File: src/rtl/vga_timing_gen_pkg.sv
// Shared definitions for the VGA raster timing path: axis state encoding and
// the default 640x480@60 timing, also read by the colour driver.
package vga_timing_gen_pkg;

  typedef enum logic [1:0] {
    AX_ACTIVE = 2'd0,
    AX_FRONT  = 2'd1,
    AX_SYNC   = 2'd2,
    AX_BACK   = 2'd3
  } axis_state_e;

  localparam int unsigned CNT_W     = 10;
  localparam int unsigned MAX_TOTAL = 1 << CNT_W;

  localparam int unsigned DEF_H_ACTIVE = 640;
  localparam int unsigned DEF_H_FP     = 16;
  localparam int unsigned DEF_H_SYNC   = 96;
  localparam int unsigned DEF_H_BP     = 48;
  localparam int unsigned DEF_V_ACTIVE = 480;
  localparam int unsigned DEF_V_FP     = 10;
  localparam int unsigned DEF_V_SYNC   = 2;
  localparam int unsigned DEF_V_BP     = 33;
  localparam int unsigned DEF_CLK_DIV  = 2;
  localparam int unsigned DEF_SYNC_DLY = 1;

endpackage

File: src/rtl/vga_axis_fsm.sv
// One raster axis: a wrapping position counter plus the ACTIVE/FRONT/SYNC/BACK
// phase, both stepped by advance. Used once for H and once for V.
module vga_axis_fsm
  import vga_timing_gen_pkg::*;
#(
  parameter int unsigned ACTIVE = DEF_H_ACTIVE,
  parameter int unsigned FP     = DEF_H_FP,
  parameter int unsigned SYNC   = DEF_H_SYNC,
  parameter int unsigned BP     = DEF_H_BP
) (
  input  logic       clk_in,
  input  logic       reset,
  input  logic       advance,
  output logic [9:0] count,
  output logic [1:0] state,
  output logic       wrap
);

  localparam int unsigned TOTAL    = ACTIVE + FP + SYNC + BP;
  localparam logic [9:0]  LAST     = 10'(TOTAL - 1);
  localparam logic [9:0]  FRONT_AT = 10'(ACTIVE);
  localparam logic [9:0]  SYNC_AT  = 10'(ACTIVE + FP);
  localparam logic [9:0]  BACK_AT  = 10'(ACTIVE + FP + SYNC);

  logic [9:0]  count_q, count_d;
  axis_state_e state_q, state_d;

  assign wrap  = (count_q == LAST);
  assign count = count_q;
  assign state = state_q;

  // Phase is decided from the count being loaded, so it always agrees with count.
  always_comb begin
    count_d = count_q;
    state_d = state_q;
    if (advance) begin
      count_d = wrap ? '0 : count_q + 10'd1;
      if (count_d == '0)            state_d = AX_ACTIVE;
      else if (count_d == FRONT_AT) state_d = AX_FRONT;
      else if (count_d == SYNC_AT)  state_d = AX_SYNC;
      else if (count_d == BACK_AT)  state_d = AX_BACK;
    end
  end

  always_ff @(posedge clk_in) begin
    if (reset) begin
      count_q <= LAST;
      state_q <= AX_BACK;
    end else begin
      count_q <= count_d;
      state_q <= state_d;
    end
  end

endmodule

File: src/rtl/vga_timing_gen.sv
// VGA raster timing source: pixel clock divider, H/V axis sequencers, and the
// enable / sync / frame_start decode feeding the colour driver.
module vga_timing_gen
  import vga_timing_gen_pkg::*;
#(
  parameter int unsigned H_ACTIVE = DEF_H_ACTIVE,
  parameter int unsigned H_FP     = DEF_H_FP,
  parameter int unsigned H_SYNC   = DEF_H_SYNC,
  parameter int unsigned H_BP     = DEF_H_BP,
  parameter int unsigned V_ACTIVE = DEF_V_ACTIVE,
  parameter int unsigned V_FP     = DEF_V_FP,
  parameter int unsigned V_SYNC   = DEF_V_SYNC,
  parameter int unsigned V_BP     = DEF_V_BP,
  parameter int unsigned CLK_DIV  = DEF_CLK_DIV,
  parameter int unsigned SYNC_DLY = DEF_SYNC_DLY
) (
  input  logic       clk_in,
  input  logic       reset,
  output logic       pixel_tick,
  output logic [9:0] current_row,
  output logic [9:0] current_line,
  output logic       enable,
  output logic       hsync,
  output logic       vsync,
  output logic       frame_start
);

  localparam int unsigned H_TOTAL = H_ACTIVE + H_FP + H_SYNC + H_BP;
  localparam int unsigned V_TOTAL = V_ACTIVE + V_FP + V_SYNC + V_BP;
  localparam int unsigned DIV_W   = (CLK_DIV > 1) ? $clog2(CLK_DIV) : 1;
  localparam logic [DIV_W-1:0] DIV_LAST = DIV_W'(CLK_DIV - 1);

  if (H_TOTAL > MAX_TOTAL || V_TOTAL > MAX_TOTAL) begin : g_total_check
    $error("vga_timing_gen: H_TOTAL and V_TOTAL must each be <= 1024");
  end
  if (CLK_DIV < 1 || SYNC_DLY > 1) begin : g_param_check
    $error("vga_timing_gen: CLK_DIV must be >= 1 and SYNC_DLY 0 or 1");
  end

  logic [DIV_W-1:0] div_q, div_d;
  logic             advance;
  logic             pixel_tick_q, frame_start_q;
  logic             hsync_dly_q, vsync_dly_q;
  logic [1:0]       h_state, v_state;
  logic             h_wrap, v_wrap;
  logic             hsync_raw, vsync_raw;

  // advance is the edge on which raster state moves; pixel_tick marks that clk.
  assign advance = (div_q == DIV_LAST);
  assign div_d   = advance ? '0 : div_q + DIV_W'(1);

  vga_axis_fsm #(
    .ACTIVE (H_ACTIVE),
    .FP     (H_FP),
    .SYNC   (H_SYNC),
    .BP     (H_BP)
  ) u_h_axis (
    .clk_in  (clk_in),
    .reset   (reset),
    .advance (advance),
    .count   (current_row),
    .state   (h_state),
    .wrap    (h_wrap)
  );

  vga_axis_fsm #(
    .ACTIVE (V_ACTIVE),
    .FP     (V_FP),
    .SYNC   (V_SYNC),
    .BP     (V_BP)
  ) u_v_axis (
    .clk_in  (clk_in),
    .reset   (reset),
    .advance (advance & h_wrap),
    .count   (current_line),
    .state   (v_state),
    .wrap    (v_wrap)
  );

  assign hsync_raw = (h_state != AX_SYNC);
  assign vsync_raw = (v_state != AX_SYNC);

  always_ff @(posedge clk_in) begin
    if (reset) begin
      div_q         <= '0;
      pixel_tick_q  <= 1'b0;
      frame_start_q <= 1'b0;
      hsync_dly_q   <= 1'b1;
      vsync_dly_q   <= 1'b1;
    end else begin
      div_q         <= div_d;
      pixel_tick_q  <= advance;
      frame_start_q <= advance & h_wrap & v_wrap;
      if (advance) begin
        hsync_dly_q <= hsync_raw;
        vsync_dly_q <= vsync_raw;
      end
    end
  end

  assign pixel_tick  = pixel_tick_q;
  assign frame_start = frame_start_q;
  assign enable      = (h_state == AX_ACTIVE) && (v_state == AX_ACTIVE);
  assign hsync       = (SYNC_DLY != 0) ? hsync_dly_q : hsync_raw;
  assign vsync       = (SYNC_DLY != 0) ? vsync_dly_q : vsync_raw;

endmodule

File: config.mk
export PLATFORM = sky130hd
export DESIGN_NAME = vga_timing_gen
export DESIGN_NICKNAME = d
export VERILOG_FILES = /design/src/rtl/vga_timing_gen_pkg.sv /design/src/rtl/vga_axis_fsm.sv /design/src/rtl/vga_timing_gen.sv
export SDC_FILE = /design/constraint.sdc
export NUM_CORES = 1
export LEC_CHECK = 0
export ABC_CLOCK_PERIOD_IN_PS = 6300
export CORE_MARGIN = 2
export CORE_UTILIZATION = 40
export DETAILED_ROUTE_END_ITERATION = 10
export PLACE_DENSITY = 0.61
export SYNTH_ARGS = -nofsm -noshare
export SYNTH_HDL_FRONTEND = slang
export SYNTH_SLANG_ARGS = --single-unit
File: constraint.sdc
create_clock -name clk_in -period 6.3 [get_ports clk_in]
set_clock_uncertainty 0.15 [all_clocks]
set_input_delay 1.89 -clock clk_in [delete_from_list [all_inputs] [get_ports clk_in]]
set_output_delay 1.89 -clock clk_in [all_outputs]
set_load 0.02 [all_outputs]
==> impl_metrics.yaml, run 1 <==
status:
  status: "finished, final reports clean"
placement:
  port_buffers: 26
  gp_congestion: 0.846
  dp_slack_ns: 2.22
  placed_cells: 327
  hpwlAfterDp_microns: 3270
  placed_area_sq_um: 2240
job:
  drv_cap: 0
worst_setup_path:
  critPathMaxFanout: 17
  crit_type: "input pin to flip-flop"
  start_kind: "input pin"
  cp.required_ns: 6.31
  rr_startpoint: "u_v_axis.count[1]"
  cp-end-kind: "flip-flop"
  worstRegToRegCells: 7
  r2r_setup_slack_ns: 3.24
  reg2reg_to: "u_v_axis.state[0]"
  worst_ep_arrival_time_ns: 3.79
layout:
  utilization_pct: 49.0
  antenna_cells: 0
  layout.nets: 273
  area_delta_synth_final_pct: 16.1
  fin_cells: 335
  mostFrequentLayoutCells: "dfxtp_1 (29), clkdlybuf4s50_1 (26), nand2_1 (24)"
  final_common_cell: "dfxtp_1"
  multi_input_area_sq_um: 1280
  fillers: 499
  seq_area_sq_um: 581
  drive_above_1_share_pct: 7.46
  stdcell_area_sq_um: 2360
cts:
  ctsResizeCount: 0
  htreeDepth: 2
  cts_tree: "yes"
  clock_latency_ns: 0.28
  cts_max_path_buffers: 2
  clockRootBuffer: "clkbuf_8"
  ctsHoldBuffers: 0
  cts_setup_buffers: 0
  clkTransAtPathRegs_ns: 0.06
  cts-buffers-inserted: 5
  cts_sinks: 29
logic_synthesis:
  synth.distinct_cells: 61
  post-synth-top-area-fraction_pct: 28.5
  synth-seq-cells: 29
  synth_area_sq_um: 2030
  synth-main-ff-cell: "dfxtp_1"
  synth_fp_nets: 262
  async_flop_share_pct: 0
  seq_area_frac_synth_pct: 28.5
  ys_warn_count: 0
  netlist.top_cell.by_area: "dfxtp_1"
  synth-edff-count: 0
  synthCells: 256
  yosys-top-cells-area: "dfxtp_1 (29%), xnor2_1 (5.2%), nand2_1 (4.4%), nor2_1 (3.9%), nand4_1 (3.4%)"
  syn_avg_cell_area_sq_um: 7.95
power_and_ir_drop:
  leakage_nw: 0.843
  peakVddDrop_v: 0.000179
  power_density_nw_per_um2: 248
  power.total_mw: 0.585
  pwr-share-comb_pct: 27.4
  p_int_mw: 0.395
  power.switching_mw: 0.190
  seqPwrFrac_pct: 38.4
  swShare_pct: 32.4
  p_clk_share_pct: 34.3
grt:
  antenna_found_initial: 0
  grt-ovfl-total: 0
  grt_max_degree: 20
  grt_pass1_wl_microns: 8170
  grt_usage_pct: 18.7
  first_global_vias: 1659
worst_hold_path:
  hold_end: "hsync"
  hold_class: "flip-flop to flip-flop"
  hp-start: "hsync"
  whs_path_depth: 2
timing:
  rsz0062_at_grt: "false"
  setup_slack_ns: 2.52
  timing.final.max_slew_violations: 0
  slew_headroom_pct: 50.8
  finalCritPeriodShare_pct: 60.0
  worstMarginPinSlew_ns: 0.719
  timing.fmax_mhz: 265
  post-route-min-period_ns: 3.78
  finalSetupTns_ns: 0
  timing.hold.ws_ns: 0.326
  hold_violations: 0
  finalSetupViolations: 0
floorplanning:
  start_util_pct: 42.2
  dieArea_sq_um: 5670
  die_y_microns: 75.3
  top_level_ports: 27
  die_width_microns: 75.3
  std_cell_rows: 25
  core_sq_um: 4820
route:
  vias_per_cell: 5.52
  wl_per_cell_microns: 14.0
  drt-pass1-iter-count: 4
  drcViolationCount: 0
  dr_total_vias: 1849
  drt_wl_total_microns: 4710
  drtAntennaViolNets: 0
  drt_iter0_markers: 136
==> worst max-delay path: stages <==
cell and delay, ns:
clkdlybuf4s50_1 0.77, inv_1 0.49, nand2_1 0.15, inv_1 0.16
nand4_1 0.09, nor2_1 0.13, a32oi_1 0.10
==> worst max-delay path by stage <==
stage	endpoint	slack, ns	depth (start not counted)	start
2_1_floorplan	enable	3.24	1	u_v_axis.state[0]
3_5_place_dp	u_h_axis.state[1]	2.22	7	reset
5_1_grt	u_h_axis.state[1]	2.29	7	reset
3_3_place_gp	u_h_axis.state[1]	2.29	7	reset
6_report	u_h_axis.state[1]	2.52	7	reset
4_1_cts	u_h_axis.state[1]	2.52	7	reset
==> area by class of cell <==
cell class              count  area share (%)
inverters                  10            1.59
flip-flops and latches     29            24.6
repair buffers             26            11.0
well taps                  67            3.55
clock buffers               7            3.66
multi-input cells         195            54.3
clock inverters             1            1.27
==> power by group through the flow <==
stage	combinational (mW)	sequential (mW)	clock [mW]
after global placement	0.161	0.229	0
after detailed placement	0.159	0.228	0
after global routing	0.180	0.229	0.214
after floorplan	0.124	0.224	0
after CTS	0.160	0.224	0.206
final	0.160	0.224	0.201
==> cell families after synthesis <==
| logic type | count (synthesis) | synth area share (%) |
|---|---|---|
| multiplexers | 5 | 2.58 |
| flip-flops | 29 | 28.5 |
| buffers and inverters | 32 | 8.43 |
| AO/OA/AOI/OAI | 52 | 18.3 |
| adder cells (fa/ha/maj) | 4 | 2.46 |
| XOR/XNOR | 18 | 7.75 |
| AND/OR/NAND/NOR | 116 | 32.0 |
==> state kept, by name, summed over array words and instances (netlist names) <==
name            flops
advance             1
frame_start         1
hsync               1
pixel_tick          1
u_h_axis.count     10
u_h_axis.state      2
u_v_axis.count     10
u_v_axis.state      2
vsync               1
==> synthesized netlist by cell type (8+ instances only) <==
master and n:
nand2_1 24, dfxtp_1 29, o21ai_0 9, nand4_1 11, nor3_1 8, inv_1 10
nor2_1 21, a21oi_1 11, xnor2_1 12, nand3_1 11, clkbuf_1 12
==> routing by layer <==
metal | share of wire (%) | global-route usage [%]
met3 | 3.6 | 4.37
met4 | 0.72 | 5.85
met1 | 52 | 27.8
met2 | 43 | 26.5
met5 | 0 | 0
Note: power is estimated with default switching activity, not from simulation.
==> run 2, diff against run 1 <==
ABC_CLOCK_PERIOD_IN_PS = 3000   (was 6300)
PLACE_DENSITY = 0.63   (was 0.61)
clock period = 3 ns   (was 6.3 ns; I/O delays follow)
==> run 2 against run 1 <==
Net effect: die area is the same; largest power group unchanged; routed wire length increased by 0.30%; register-to-register slack got worse by 2.9 ns; via count increased by 3.6%; non-clock buffer count rose by 8; cell count grew 2.4%; first-iteration DRC count is 34% lower; setup slack got worse by 2.2 ns; flip-flop and latch count unchanged; power increased by 110%; count of clock-buffer cells in the layout unchanged; utilization increased by 1.2 points.
==> impl_metrics.yaml, run 2 (synthesized netlist as in run 1, its figures left out) <==
cts:
  clock_latency_ns: 0.27
  cts-buffers-inserted: 5
  cts_sinks: 29
  clockRootBuffer: "clkbuf_8"
  ctsResizeCount: 0
  htreeDepth: 2
  ctsHoldBuffers: 0
  cts_tree: "yes"
  clkTransAtPathRegs_ns: 0.07
  cts_setup_buffers: 0
  cts_max_path_buffers: 2
worst_setup_path:
  critical_path.top_delay_family: "buffers and inverters"
  cp-end-kind: "output port"
  start_kind: "flip-flop"
  path_depth: 1
  reg2reg_to: "u_h_axis.state[0]"
  crit_type: "flip-flop to output port"
  crit_chain: "clkdlybuf4s50_1"
  cp.required_ns: 1.95
  critPathMaxFanout: 16
  worstRegToRegCells: 7
  worst_ep_arrival_time_ns: 1.63
  rr_startpoint: "u_h_axis.count[1]"
  max_stage_delay_ns: 0.70
  critPathBufInv: 1
  cpMaxStageDelayCell: "clkdlybuf4s50_1"
  r2r_setup_slack_ns: 0.36
timing:
  finalCritPeriodShare_pct: 89.4
  finalSetupTns_ns: 0
  post-route-min-period_ns: 2.68
  hold_violations: 0
  finalSetupViolations: 0
  rsz0062_at_grt: "false"
  worstMarginPinSlew_ns: 0.530
  timing.final.max_slew_violations: 0
  slew_headroom_pct: 64.3
  timing.fmax_mhz: 373
floorplanning:
  dieArea_sq_um: 5670
  core_sq_um: 4820
  start_util_pct: 42.2
  top_level_ports: 27
  die_width_microns: 75.3
  std_cell_rows: 25
  die_y_microns: 75.3
layout:
  antenna_cells: 0
  seq_area_sq_um: 581
  final_common_cell: "dfxtp_1"
  multi_input_area_sq_um: 1280
  fillers: 495
  mostFrequentLayoutCells: "dfxtp_1 (29), clkdlybuf4s50_1 (26), nand2_1 (24)"
  area_delta_synth_final_pct: 19.0
  layout.nets: 281
  drive_above_1_share_pct: 10.1
  stdcell_area_sq_um: 2420
route:
  dr_total_vias: 1916
  wl_per_cell_microns: 13.8
  drcViolationCount: 0
  wl_met1_microns: 2290
  drt_iter0_markers: 90
  drt-pass1-iter-count: 4
  met3_length_microns: 115
  drt_wl_total_microns: 4720
  drtAntennaViolNets: 0
  top_layer: "met4"
  vias_per_cell: 5.59
  met2_wirelength_microns: 2270
grt:
  grt-ovfl-total: 0
  grt_pass1_wl_microns: 7940
  grt_max_degree: 17
  first_global_vias: 1749
  antenna_found_initial: 0
  grt_usage_pct: 18.1
status:
  status: "finished, final reports clean"
job:
  drv_cap: 0
worst_hold_path:
  hold_end: "hsync"
  hp-start: "hsync"
  whs_path_depth: 2
  hold_class: "flip-flop to flip-flop"
placement:
  placed_area_sq_um: 2300
  port_buffers: 26
  gp_congestion: 0.843
  hpwlAfterDp_microns: 3380
power_and_ir_drop:
  leakage_nw: 0.883
  power_density_nw_per_um2: 509
  peakVddDrop_v: 0.000216
run 2: cell types whose count changed in the layout (fill, tap and decap cells not counted), sizes merged:
cell,before,now
buf,0,8
run 2: where the power goes:
group / leakage (nW) / internal [mW] / switching [mW]
Sequential: 0.237 / 0.411 / 0.0532
Combinational: 0.588 / 0.155 / 0.196
Clock: 0.0585 / 0.271 / 0.146
run 2: routing by layer:
layer  track usage, %  up-vias
li1                 -      972
met1             24.0      908
met2             29.2       32
met3             4.23        4
met4             5.85        0
met5                0        -
run 2: final cells by class:
type / count / share of cell area (%)
Timing Repair Buffer: 34 / 13.2
Tap cell: 67 / 3.46
Multi-Input combinational cell: 195 / 53.0
Clock inverter: 1 / 1.24
Sequential cell: 29 / 24.0
Inverter: 10 / 1.55
Clock buffer: 7 / 3.57
run 2: how the worst max path moves through the flow:
stage,start,end,slack (ns)
floorplan,u_v_axis.count[1],u_v_axis.state[0],0.44
global placement,u_h_axis.count[1],u_h_axis.state[0],0.42
detailed placement,u_h_axis.count[1],u_h_axis.state[0],0.37
CTS,u_v_axis.count[3],current_line[3],0.34
global route,u_h_axis.count[2],u_h_axis.state[0],0.20
finish,u_v_axis.count[3],current_line[3],0.32
run 2: per-stage QoR:
stage                     worst slack [ns]  util [%]  std cells  hold slack [ns]  power, mW
after floorplan                      0.443         -        256            0.345      0.732
after global placement               0.424      47.8        335            0.314      0.820
after detailed placement             0.374      47.8        335            0.314      0.820
after CTS                            0.336      50.3        343            0.334       1.24
after global routing                 0.202      50.3        343            0.367       1.31
final                                0.319      50.3        343            0.331       1.23
==> run 3, diff against run 2 <==
ABC_CLOCK_PERIOD_IN_PS = 3200   (was 3000)
CTS_CLUSTER_DIAMETER = 40   (was not set)
PLACE_DENSITY = 0.61   (was 0.63)
clock period = 3.2 ns   (was 3 ns; I/O delays follow)
==> run 3 against run 2 <==
Net effect: flip-flop and latch count did not move; sequential share of layout area rose by 0.38 points; critical endpoint is now u_v_axis.state[0]; routed wire length rose by 4.4%; global-route usage rose by 0.55 points; count of clock-buffer cells in the layout did not move; cell area fell by 1.6%; highest routed layer unchanged; via count fell by 0.31%; largest cell class unchanged.
==> impl_metrics.yaml, run 3 (synthesized netlist as in run 1, its figures left out) <==
route:
  wl_per_cell_microns: 14.6
  drt_wl_total_microns: 4930
  drtAntennaViolNets: 0
  drt_iter0_markers: 141
  dr_total_vias: 1910
  vias_per_cell: 5.65
  drt-pass1-iter-count: 4
  drcViolationCount: 0
cts:
  cts_tree: "yes"
  ctsHoldBuffers: 0
  cts_setup_buffers: 0
  clockRootBuffer: "clkbuf_8"
  htreeDepth: 2
  ctsResizeCount: 0
  clkTransAtPathRegs_ns: 0.07
  clock_latency_ns: 0.28
  cts_sinks: 29
  cts_max_path_buffers: 2
  cts-buffers-inserted: 5
worst_setup_path:
  cp-end-kind: "flip-flop"
  start_kind: "flip-flop"
  worst_ep_arrival_time_ns: 2.95
  critical_path.top_delay_family: "compound AO/OA/AOI/OAI gates"
  r2r_setup_slack_ns: 0.27
  crit_type: "flip-flop to flip-flop"
  cp.required_ns: 3.23
  max_stage_delay_ns: 0.59
  critPathMaxFanout: 13
  crit_chain: "ha_1, nand4_1, xnor2_1, a31oi_1, a2111oi_0, nand3b_1, a21o_1"
  cpMaxStageDelayCell: "a2111oi_0"
  critPathBufInv: 0
grt:
  first_global_vias: 1686
  grt_max_degree: 20
  grt-ovfl-total: 0
  grt_pass1_wl_microns: 8250
  antenna_found_initial: 0
  grt_usage_pct: 18.6
placement:
  dp_slack_ns: 0.392
  port_buffers: 26
  gp_congestion: 0.790
  hpwlAfterDp_microns: 3450
  placed_area_sq_um: 2270
timing:
  timing.final.max_slew_violations: 0
  hold_violations: 0
  worstMarginPinSlew_ns: 0.692
  rsz0062_at_grt: "false"
  timing.fmax_mhz: 342
  setup_slack_ns: 0.273
  finalSetupViolations: 0
  post-route-min-period_ns: 2.93
  slew_headroom_pct: 53.8
  finalSetupTns_ns: 0
  finalCritPeriodShare_pct: 91.5
  timing.hold.ws_ns: 0.326
power_and_ir_drop:
  leakage_nw: 0.857
  peakVddDrop_v: 0.000268
  power_density_nw_per_um2: 488
  power.total_mw: 1.16
floorplanning:
  core_sq_um: 4820
  dieArea_sq_um: 5670
  die_width_microns: 75.3
  start_util_pct: 42.2
  std_cell_rows: 25
  top_level_ports: 27
  die_y_microns: 75.3
layout:
  drive_above_1_share_pct: 8.49
  final_common_cell: "dfxtp_1"
  antenna_cells: 0
  layout.nets: 276
  stdcell_area_sq_um: 2380
  mostFrequentLayoutCells: "dfxtp_1 (29), clkdlybuf4s50_1 (26), nand2_1 (24)"
  area_delta_synth_final_pct: 17.2
job:
  drv_cap: 0
status:
  status: "finished, final reports clean"
worst_hold_path:
  hold_class: "flip-flop to flip-flop"
-- run 3: cell count changes in the layout (fill, tap and decap cells not counted), sizes merged --
cell and delta:
buf -5
-- run 3: final cells by class --
type                       instances  area (sq um)
tap                               67          83.8
clock buffer                       7          86.3
fill                             498          2430
inverter                          10          37.5
clock inverter                     1          30.0
multi-input combinational        195          1280
timing repair buffer              29           283
sequential                        29           581
-- run 3: metal layers --
layer	share of wire (%)	track usage, %
met1	51	28.3
met5	0	0
met4	0.69	4.68
met2	43	27.1
met3	4.8	3.44
-- run 3: through the flow --
stage / cells / util (%)
2_1_floorplan: 256 / -
3_3_place_gp: 330 / 47.1
3_5_place_dp: 330 / 47.1
4_1_cts: 338 / 49.5
5_1_grt: 338 / 49.5
6_report: 338 / 49.5
-- run 3: worst paths after layout --
| path | from | end | depth (start not counted) |
|---|---|---|---|
| max | u_v_axis.count[1] | u_v_axis.state[0] | 7 |
| min | hsync | hsync | 2 |
| max reg2reg | u_v_axis.count[1] | u_v_axis.state[0] | 7 |
| min reg2reg | hsync | hsync | 2 |
-- run 3: worst register-to-register path, delay by kind of cell (launching register included) --
kind                     cells  cell delay [ns]
AO/OA/AOI/OAI                3             0.88
adder cells (fa/ha/maj)      1             0.46
flip-flops                   1             0.57
AND/OR/NAND/NOR              2             0.49
XOR/XNOR                     1             0.28
-- run 3: where the power goes --
| group | switching (mW) | total, mW | internal, mW |
|---|---|---|---|
| registers | 0.0551 | 0.440 | 0.385 |
| clock network | 0.144 | 0.397 | 0.254 |
| logic | 0.182 | 0.325 | 0.143 |
